File: config.mk
export PLATFORM = sky130hd
export DESIGN_NAME = cm3_adc
export DESIGN_NICKNAME = d
export VERILOG_FILES = /design/src/rtl/cm3_adc.sv
export SDC_FILE = /design/constraint.sdc
export NUM_CORES = 1
export LEC_CHECK = 0
export CORE_ASPECT_RATIO = 1.5
export CORE_MARGIN = 8
export CORE_UTILIZATION = 35
export CTS_CLUSTER_DIAMETER = 120
export DETAILED_ROUTE_END_ITERATION = 12
export SYNTH_ARGS = -nofsm -noshare
export SYNTH_HDL_FRONTEND = slang
export SYNTH_SLANG_ARGS = --single-unit
File: constraint.sdc
create_clock -name hclk -period 5.2 [get_ports hclk]
set_input_delay 1.04 -clock hclk [delete_from_list [all_inputs] [get_ports hclk]]
set_output_delay 1.04 -clock hclk [all_outputs]
set_load 0.05 [all_outputs]
File: src/rtl/cm3_adc.sv
// cm3_adc: AHB-Lite slave ADC peripheral.
// The 1-bit comparator decision (vp & ~vn) is counted over a window of DIV+1
// cycles. Each window produces one 16-bit saturated sample. In pair mode two
// consecutive samples are packed into one 32-bit DATA word.
//
// Ports:
//   hclk, rst_n     clock, asynchronous active-low reset
//   hsel, hready_i, hwrite, htrans, haddr, hwdata
//                   AHB-Lite address/data phase inputs (only haddr[3:2] decoded)
//   hrdata          read data, combinational from the latched address
//   hready_o, hresp fixed 1 / 0 (zero wait states, always OKAY)
//   vp, vn          comparator inputs
//   int_o           level interrupt, VALID & IE ("int" is a reserved word)
//
// Register map: 0x0 CTRL {DBL,IE,EN}, 0x4 DIV[15:0], 0x8 DATA (RO, read
// clears VALID), 0xC STAT {OVR (W1C), VALID}.
module cm3_adc #(
  parameter logic [15:0] DIV_RST = 16'h0C34
) (
  input  logic        hclk,
  input  logic        rst_n,
  input  logic        hsel,
  input  logic        hready_i,
  input  logic        hwrite,
  input  logic [1:0]  htrans,
  input  logic [31:0] haddr,
  input  logic [31:0] hwdata,
  output logic [31:0] hrdata,
  output logic        hready_o,
  output logic        hresp,
  input  logic        vp,
  input  logic        vn,
  output logic        int_o
);

  function automatic logic [15:0] sat16(input logic [16:0] v);
    sat16 = v[16] ? 16'hFFFF : v[15:0];
  endfunction

  // Bus phase state
  logic        wr_q, wr_d;
  logic        rd_q, rd_d;
  logic [1:0]  addr_q, addr_d;

  // Registers
  logic        en_q, en_d;
  logic        ie_q, ie_d;
  logic        dbl_q, dbl_d;
  logic [15:0] div_q, div_d;
  logic [31:0] data_q, data_d;
  logic        valid_q, valid_d;
  logic        ovr_q, ovr_d;

  // Sampling state
  logic [15:0] cnt_q, cnt_d;
  logic [16:0] acc_q, acc_d;
  logic        half_q, half_d;
  logic [15:0] first_q, first_d;

  // Combinational helpers
  logic        addr_ok;
  logic        wr_ctrl, wr_div, wr_stat, data_rd;
  logic        bit_in, restart, fire, upd;
  logic [16:0] acc_sum;
  logic [15:0] sample;
  logic [31:0] upd_data;

  logic unused_bits;
  assign unused_bits = ^{haddr[31:4], haddr[1:0], hwdata[31:16], htrans[0]};

  always_comb begin
    addr_ok = hsel & hready_i & htrans[1];
    wr_d    = addr_ok & hwrite;
    rd_d    = addr_ok & ~hwrite;
    addr_d  = addr_ok ? haddr[3:2] : addr_q;

    wr_ctrl = wr_q & (addr_q == 2'd0);
    wr_div  = wr_q & (addr_q == 2'd1);
    wr_stat = wr_q & (addr_q == 2'd3);
    data_rd = rd_q & (addr_q == 2'd2);

    en_d  = wr_ctrl ? hwdata[0] : en_q;
    ie_d  = wr_ctrl ? hwdata[1] : ie_q;
    dbl_d = wr_ctrl ? hwdata[2] : dbl_q;
    div_d = wr_div ? hwdata[15:0] : div_q;

    // Window counter / accumulator. The accumulator never exceeds 0xFFFF,
    // so a 17-bit add of one bit cannot wrap before saturation.
    bit_in  = vp & ~vn;
    acc_sum = acc_q + {16'h0000, bit_in};
    sample  = sat16(acc_sum);
    restart = ~en_q | wr_div;
    fire    = en_q & ~wr_div & (cnt_q == div_q);

    cnt_d = cnt_q + 16'd1;
    acc_d = {1'b0, sample};
    if (restart || fire) begin
      cnt_d = 16'd0;
      acc_d = 17'd0;
    end

    // Pair packing: first sample of a pair is parked in first_q.
    half_d   = half_q;
    first_d  = first_q;
    upd      = 1'b0;
    upd_data = {16'h0000, sample};
    if (fire) begin
      if (dbl_q) begin
        if (half_q) begin
          upd      = 1'b1;
          upd_data = {sample, first_q};
          half_d   = 1'b0;
        end else begin
          first_d = sample;
          half_d  = 1'b1;
        end
      end else begin
        upd = 1'b1;
      end
    end
    if (restart || (wr_ctrl && (hwdata[2] != dbl_q))) begin
      half_d = 1'b0;
    end

    // DATA / VALID / OVR. An update beats a same-cycle DATA read: VALID stays
    // set and the read does not count as an overrun.
    data_d  = data_q;
    valid_d = valid_q;
    ovr_d   = ovr_q;
    if (wr_stat && hwdata[1]) begin
      ovr_d = 1'b0;
    end
    if (upd) begin
      data_d  = upd_data;
      valid_d = 1'b1;
      if (valid_q && !data_rd) begin
        ovr_d = 1'b1;
      end
    end else if (data_rd) begin
      valid_d = 1'b0;
    end
  end

  always_comb begin
    hrdata = 32'h0000_0000;
    if (rd_q) begin
      case (addr_q)
        2'd0:    hrdata = {29'h0, dbl_q, ie_q, en_q};
        2'd1:    hrdata = {16'h0000, div_q};
        2'd2:    hrdata = data_q;
        default: hrdata = {30'h0, ovr_q, valid_q};
      endcase
    end
  end

  assign hready_o = 1'b1;
  assign hresp    = 1'b0;
  assign int_o    = valid_q & ie_q;

  always_ff @(posedge hclk or negedge rst_n) begin
    if (!rst_n) begin
      wr_q    <= 1'b0;
      rd_q    <= 1'b0;
      addr_q  <= 2'd0;
      en_q    <= 1'b0;
      ie_q    <= 1'b0;
      dbl_q   <= 1'b0;
      div_q   <= DIV_RST;
      data_q  <= 32'h0000_0000;
      valid_q <= 1'b0;
      ovr_q   <= 1'b0;
      cnt_q   <= 16'd0;
      acc_q   <= 17'd0;
      half_q  <= 1'b0;
      first_q <= 16'd0;
    end else begin
      wr_q    <= wr_d;
      rd_q    <= rd_d;
      addr_q  <= addr_d;
      en_q    <= en_d;
      ie_q    <= ie_d;
      dbl_q   <= dbl_d;
      div_q   <= div_d;
      data_q  <= data_d;
      valid_q <= valid_d;
      ovr_q   <= ovr_d;
      cnt_q   <= cnt_d;
      acc_q   <= acc_d;
      half_q  <= half_d;
      first_q <= first_d;
    end
  end

endmodule

=== Word level (Yosys, flattened, before mapping) ===
Index checks and enable logic that the tools add are counted.

* Memories kept: 0
* Output and inout bits: 35
* Input port bits: 73
* Bits in registers: 107
* Word-level logic and storage cells: 71
* Bits in read-only memories: 0
* Bits in latches: 0
* Bits in writable memories: 0

* Eq/ne operators: 5
* Div/mod/pow operators: 0
* Shift-type cells: 0
* Reductions and logical operators: 12
* Muxes and demuxes: 20
* Multiply operators: 0
* Add/subtract/negate cells: 2
* Magnitude comparators: 0
* Bitwise logic cells: 18

{| class="wikitable"
|+ Operator list
! operator !! number
|-
| $mux 32 || 4
|-
| $pmux 32 s3 || 1
|-
| $mux 16 || 3
|-
| $add 17x1->17 || 1
|-
| $add 16x1->16 const B || 1
|-
| $eq 16x16->1 || 1
|-
| $and 1x1->1 || 12
|-
| $mux 1 || 12
|-
| $reduce_bool 2->1 || 3
|-
| $not 1->1 || 5
|-
| $eq 2x2->1 const B || 2
|-
| $logic_and 1x1->1 || 3
|-
| $reduce_and 3->1 || 1
|-
| $eq 2x1->1 const B || 1
|-
| $logic_not 2->1 || 1
|-
| $logic_or 1x1->1 || 2
|-
| $reduce_and 2->1 || 1
|-
| $logic_not 1->1 || 1
|-
| $ne 1x1->1 || 1
|-
| $or 1x1->1 || 1
|}

=== Logic depth before layout (Yosys ltp) ===
* Depth after elaboration: 7
* Mapped depth: 9
* Depth with buffers taken out: 7

=== Worst setup path after synthesis ===
Ideal clock, no wire load.

* Path type: input -> register
* Start: in vp
* End: reg first_q[14]
* Buffers on the path: 0
* Library setup time: 127 ps
* Data arrival time: 2680 ps
* Stages on the path: 6
* Setup slack: 2393 ps
* Data required time: 5073 ps
* Cell sequence: nor2b_1 -> ha_1 -> nand4_4 -> nor4_1 -> mux2_2 -> mux2_1

* Cells in the longest elaborated chain, start to end: 3

{| class="wikitable"
|+ RTL lines
! item !! RTL line !! source
|-
| start, declared || 31 || <nowiki>input logic vp,</nowiki>
|-
| $and 1x1->1 || 89 || <nowiki>bit_in = vp & ~vn;</nowiki>
|-
| $add 17x1->17 || 90 || <nowiki>acc_sum = acc_q + {16'h0000, bit_in};</nowiki>
|-
| $mux 16 || 37 || <nowiki>sat16 = v[16] ? 16'hFFFF : v[15:0];</nowiki>
|-
| end signal, assigned || 190 || <nowiki>first_q <= first_d;</nowiki>
|-
| end, declared || 58 || <nowiki>logic [15:0] first_q, first_d;</nowiki>
|}

Every way passes these cells.
A chain may end at the register's enable or synchronous reset.

=== Worst setup path in the final report ===
* Start: reg addr_q[0]
* End: out hrdata[11]

* Cells in the longest elaborated chain, start to end: 3
* Elaborated cells between the ends (all ways): 5
* Those cells by class: eq/ne: 2; mux: 2; reduce/logical: 1

{| class="wikitable"
|+ RTL lines
! item !! RTL line !! source
|-
| start, declared || 43 || <nowiki>logic [1:0] addr_q, addr_d;</nowiki>
|-
| start signal, assigned || 179 || <nowiki>addr_q <= addr_d;</nowiki>
|-
| $eq 2x2->1 (tied with other cells) || 147 || <nowiki>case (addr_q)</nowiki>
|-
| $pmux 32 s3 * || 147 ||
|-
| $mux 32 * || 146 || <nowiki>if (rd_q) begin</nowiki>
|-
| end, declared || 28 || <nowiki>output logic [31:0] hrdata,</nowiki>
|}

Mark *: on every way between the ends. The rest lies on a longest branch, timed or not.

==> flow_metrics.py <==
metrics = {
    "final_layout": {
        "antennaDiodeCount": 0,
        "area_growth_syn_to_layout_pct": 17.3,
        "fillers": 1507,
        "final_common_cell": "dfrtp_1",
        "mostFrequentLayoutCells": "101 x dfrtp_1, 57 x clkdlybuf4s50_1, 38 x nor2_1",
        "nNetsFinal": 631,
        "drive_above_1_share": 0.123,
    },
    "worst_setup_path": {
        "reg2reg_depth": 4,
        "required_ns": 4.16,
        "cpPeakStageDelay_ns": 0.95,
        "worstSetupStartpointType": "flip-flop",
        "crit_type": "reg -> out",
        "r2r_slack_ns": 1.84,
        "worst-path-max-fanout": 30,
        "endpoint_kind": "primary output",
        "worst_r2r_endpoint": "acc_q[3]",
        "cp.arrival_ns": 2.90,
        "path_cells": "and3b_1, a22o_1, clkdlybuf4s50_1",
        "r2r-start": "addr_q[1]",
        "cp_slowest_cell": "and3b_1",
    },
    "yosys": {
        "syn-cell-area_mm2": 0.00556,
        "synth_seq_cells": 106,
        "synth_cell_types": 60,
        "synth_edf_count": 0,
        "synth_largest_area_cell": "dfrtp_1",
        "ys_warn_count": 0,
        "synthTopCellsByArea": "dfrtp_1 45%, mux2_2 5.7%, xor2_1 4.3%",
        "syn_avg_cell_area_um2": 10.7,
        "synth_seq_area_share": 0.478,
        "dominantRegCellSynth": "dfrtp_1",
        "syn_inst": 521,
        "synth_async_sr_flop_share": 1.00,
        "synthesis.nets": 597,
        "synth_top_area_frac": 0.454,
    },
    "worst_hold_path": {
        "hp-class": "reg -> reg",
        "hold_path.startpoint": "data_q[19]",
        "min_to": "data_q[19]",
        "holdPathStages": 1,
    },
    "pwr": {
        "power.switching_uw": 636,
        "p_leak_nw": 2.68,
        "power_frac_clock": 0.331,
        "p_sw_frac": 0.311,
        "p_total_mw": 2.05,
        "power_density_mw_per_mm2": 314,
        "ir_worst_vdd_uv": 153,
        "intPower_mw": 1.41,
        "combinationalPowerShare": 0.182,
        "p_seq_frac": 0.487,
    },
    "detailed_routing": {
        "drc": 0,
        "firstDrtPassIters": 6,
        "via_per_inst": 5.40,
        "routed_wl_um": 14500,
        "drtAntennaViolNets": 0,
        "vias": 4121,
        "drtIter0Drc": 265,
        "routedWlPerCell_um": 18.9,
    },
    "timing": {
        "report.final.slew_viol_count": 0,
        "worstMarginPinSlew_ns": 1.16,
        "setup_viol": 0,
        "rsz0062_at_grt": "false",
        "clock_skew_ns": 0.00686,
        "fin_tns_setup_ns": 0,
        "slew-limit-headroom": 0.224,
        "fmax_mhz": 254,
        "final_hold_viol_count": 0,
        "period_share": 0.758,
        "min_period_ns": 3.94,
    },
    "clock_network": {
        "cts_resized": 0,
        "cts_hold_buf": 0,
        "root_buffer": "clkbuf_16",
        "cts_tree": "done",
        "clock-sinks": 106,
        "worstSkewPairLatency_ns": 0.34,
        "clk_pin_slew_ns": 0.07,
        "cts_inserted_buffers": 9,
        "cts_buffer_depth": 2,
        "cts_max_level": 3,
        "cts_setup_buffers": 0,
    },
    "placed_design": {
        "io_buffer_count": 58,
        "place_congestion": 0.848,
        "hpwl_um": 10500,
    },
    "die": {
        "die-area_mm2": 0.0203,
        "die_x_um": 119,
        "row_count": 56,
        "coreArea_mm2": 0.0156,
        "die_y_um": 170,
        "io_pins": 108,
        "initial_utilization": 0.356,
    },
    "grt": {
        "antenna_found_initial": 0,
        "grt_pass1_vias": 4360,
        "grt_pass1_wl_um": 23600,
        "grt_start_max_net_pins": 84,
        "gr-total-overflow": 0,
        "grtUsageTotal": 0.146,
    },
    "run": {
        "drv_cap": 0,
    },
    "outcome": {
        "status": "complete, no violations",
    },
}
## power by group through the flow
stage	sequential [mW]	clock [mW]	combinational, mW
after floorplan	0.960	0	0.303
after global placement	1.01	0	0.365
after detailed placement	1.01	0	0.375
after CTS	0.997	0.687	0.377
after global routing	1.01	0.723	0.406
final	0.997	0.677	0.372
## stage by stage
stage | area [um2] | hold slack, ns | instances | setup slack [ns] | utilization
floorplan | 5560 | 0.443 | 521 | 2.39 | -
global placement | 6230 | 0.462 | 747 | 1.52 | 0.399
detailed placement | 6230 | 0.476 | 747 | 1.48 | 0.399
CTS | 6520 | 0.491 | 763 | 1.20 | 0.417
global route | 6520 | 0.505 | 763 | 1.08 | 0.417
finish | 6520 | 0.486 | 763 | 1.26 | 0.417
## Yosys cell counts (4+ instances only)
master,n
nor2_1,38
nand3_1,13
o22ai_1,8
nand4_1,5
and2_1,25
a32o_1,7
and3_1,9
a211oi_1,8
nor4_4,5
a21oi_1,15
or3_1,9
xor2_1,27
clkbuf_1,20
a22o_1,17
nand2b_1,4
buf_2,11
o21ai_0,14
dfrtp_1,101
mux2_1,6
mux2_2,28
inv_1,9
o31ai_1,21
dfstp_2,5
xnor2_1,10
nor4_1,10
nand2_1,35
## flip-flops by register name (all words and copies together) (netlist names)
register	count
acc_q	16
addr_q	2
cnt_q	16
data_q	32
dbl_q	1
div_q	16
en_q	1
first_q	16
half_q	1
ie_q	1
ovr_q	1
rd_q	1
valid_q	1
wr_q	1
## how the worst max path moves through the flow
stage	from	to	cells after the start
global placement	vp	data_q[3]	8
finish	addr_q[0]	hrdata[11]	3
global route	addr_q[0]	hrdata[3]	3
CTS	addr_q[0]	hrdata[11]	3
floorplan	vp	first_q[14]	6
detailed placement	vp	data_q[3]	8
## routing by layer
metal,GRT usage,up-vias,wire (um)
met5,0,-,0
met4,0.0552,0,317
met3,0.0206,16,416
met2,0.274,67,7920
met1,0.162,2092,5800
li1,-,1946,-
## critical path: cells and delay by family (launching register included)
kind | cells | cell delay, ns
AOI/OAI and AO/OA | 1 | 0.29
DFF | 1 | 0.49
and+or+nand+nor | 1 | 0.95
buffers and inverters | 1 | 0.81
## logic make-up after synthesis
| group | count (synthesis) | share of synthesized area |
|---|---|---|
| DFF | 106 | 0.478 |
| other | 2 | 0.00135 |
| muxes | 39 | 0.0823 |
| xor gates and xnor gates | 37 | 0.0583 |
| AOI/OAI and AO/OA | 111 | 0.142 |
| adders and majority gates | 3 | 0.00675 |
| buffers and inverters | 46 | 0.0376 |
| and+or+nand+nor | 177 | 0.194 |
## area by class of cell
cell class                      instances  area (um2)  area share
Clock buffer                           11         233      0.0357
Clock inverter                          5        56.3     0.00863
Inverter                                9        33.8     0.00518
Multi-Input combinational cell        369        2690       0.413
Sequential cell                       106        2660       0.408
Tap cell                              203         254      0.0389
Timing Repair Buffer                   60         593      0.0909
(Power assumes the default switching activity.)
==> variant, RTL diff (same flow settings) <==
Make the reset (`rst_n`) synchronous in one clocked block. Comments in the files are not updated.
--- a/src/rtl/cm3_adc.sv
+++ b/src/rtl/cm3_adc.sv
@@ -157,7 +157,7 @@
   assign hresp    = 1'b0;
   assign int_o    = valid_q & ie_q;
 
-  always_ff @(posedge hclk or negedge rst_n) begin
+  always_ff @(posedge hclk) begin
     if (!rst_n) begin
       wr_q    <= 1'b0;
       rd_q    <= 1'b0;
Check against the original RTL: differs if rst_n is asserted again (counterexample within 4 cycles, from zero or initial values and one cycle with rst_n low); with rst_n held inactive, the same outputs for 4 cycles.
==> variant against the original RTL <==
- setup slack lost 0.079 ns
- routed wire length shrank 19%
- final cell count shrank 1.0%
- synthesized area shrank 11%
- sequential cell count is the same
- non-clock buffer count grew 2
- register-to-register slack gained 0.84 ns
- final area shrank 9.6%
- count of clock-buffer cells in the layout is the same
- critical path depth is the same
- critical path type unchanged
- highest routed layer unchanged
Power is not compared: it rests on default switching activity, and its combinational part moved more than twofold at a synthesized area within 25%.
==> variant: results (changes against the original RTL) <==
max FFs per register=32 (unchanged); Setup Buffers After CTS=0 (unchanged); mux share of post-synthesis cell area=0.0601 (was 0.0823); fraction of area in multi-input gates=0.449 (was 0.413); status=completed (unchanged); H-tree depth=3 (unchanged); DR vias=3840 (was 4121); GR Util met1=0.151 (was 0.162); layout cells sized above 1=0.0712 (was 0.123); non-clock buffer count=62 (was 60); M2 GR Usage=0.239 (was 0.274); first-pass GRT wire length=19.7 mm (was 23.6 mm); largest net degree at the start of global routing=90 (was 84); fraction of area in registers=0.360 (was 0.408); adder-cell share of the synthesized area=0.00758 (was 0.00675); Detailed Route Iter0 Violations=203 (was 265); Lkg Pwr=2.06 nW; clk slew on worst S/H paths=0.07 ns (about the same); Seq/Total Area, Yosys=0.428 (was 0.478); router iterations before antenna repair=4 (was 6); cts bufs inserted=9 (unchanged); Filler cells=1373 (was 1507); HPWL after detailed placement=8.23 mm (was 10.5 mm); cts repair resizes=0 (unchanged); worst-case vdd ir drop=between 0.00015 and 0.0002 V; vias in the first global route=3910 (was 4360); Synth Area in Compound Gates=0.139 (was 0.142); Data arrival, critical path=2.98 ns (was 2.90 ns); clock network area share=0.0522 (was 0.0443); skew final=0.00924 ns (was 0.00686 ns); largest cells by area after synthesis=dfxtp_1, nor2b_1, mux2i_1 (was dfrtp_1, mux2_2, xor2_1); # nets final=663 (was 631); DRT Wirelength=11.7 mm (was 14.5 mm); Post-Synth XOR/XNOR Area=0.0672 (was 0.0583); Cell variety after synth=43 (was 60); NonClk Buf Share=0.103 (was 0.0909); syn nets=628 (was 597); synth cell count leaders=dfxtp_1, nand2_1, nor2b_1 (was dfrtp_1, nor2_1, nand2_1); initial antenna violation count=0 (unchanged); #MultiIn Comb=405 (was 369); Ant. Diodes=0 (unchanged); actual slew at the worst max-slew pin=1.12 ns (was 1.16 ns); most used flip-flop cell after synthesis=dfxtp_1 (was dfrtp_1); asr flop ratio synth=0 (was 1.00); met3 usage=0.0308 (was 0.0206); number of max-cap violations=0 (unchanged); Non-CTS inverters=3 (was 9); RePlAce Congestion=0.808 (was 0.848); GRT Total Usage=0.134 (was 0.146)
[variant: path summary, 6_finish.rpt]
check | startpoint | cells past startpoint | to | slack (ns)
worst max-delay path | addr_q[1] | 3 | hrdata[9] | 1.18
worst min-delay path | data_q[0] | 2 | data_q[0] | 0.47
worst max register to register | acc_q[0] | 7 | data_q[1] | 2.68
worst min register to register | data_q[0] | 2 | data_q[0] | 0.47
[variant: kinds of logic (layout without fill, tap and decap cells)]
group	after synthesis	count (layout)
flip-flops	106	106
AO/OA/AOI/OAI	95	95
buffers and inverters	41	79
XOR/XNOR	38	38
other	2	2
adder cells (fa/ha/maj)	3	3
AND/OR/NAND/NOR	240	240
multiplexers	27	27
[variant: critical path: stages (launching register included)]
cell	delay, ns
dfxtp_1	0.54
and3b_1	0.96
a22o_1	0.30
clkdlybuf4s50_1	0.82
[variant: report_power, final]
part           leakage, nW  total (mW)  internal (mW)  switching [mW]
clock network        0.151       0.720          0.429           0.291
registers            0.854       0.815          0.813         0.00241
logic                 1.06      0.0484         0.0266          0.0218
total                 2.06        1.58           1.27           0.315
[variant: metrics by stage]
step	cells	setup WS, ns	instance area (µm²)	util	total power [mW]
4_1_cts	755	1.12	5900	0.424	1.60
3_5_place_dp	741	1.27	5590	0.402	0.882
6_report	755	1.18	5900	0.424	1.58
5_1_grt	755	0.959	5900	0.424	1.64
3_3_place_gp	741	1.30	5590	0.402	0.882
2_1_floorplan	552	2.43	4950	-	0.860
[variant: per-layer routing]
metal	up-vias	wire (µm)
li1	1952	-
met1	1822	5070
met2	54	6030
met3	12	450
met4	0	196
met5	-	0
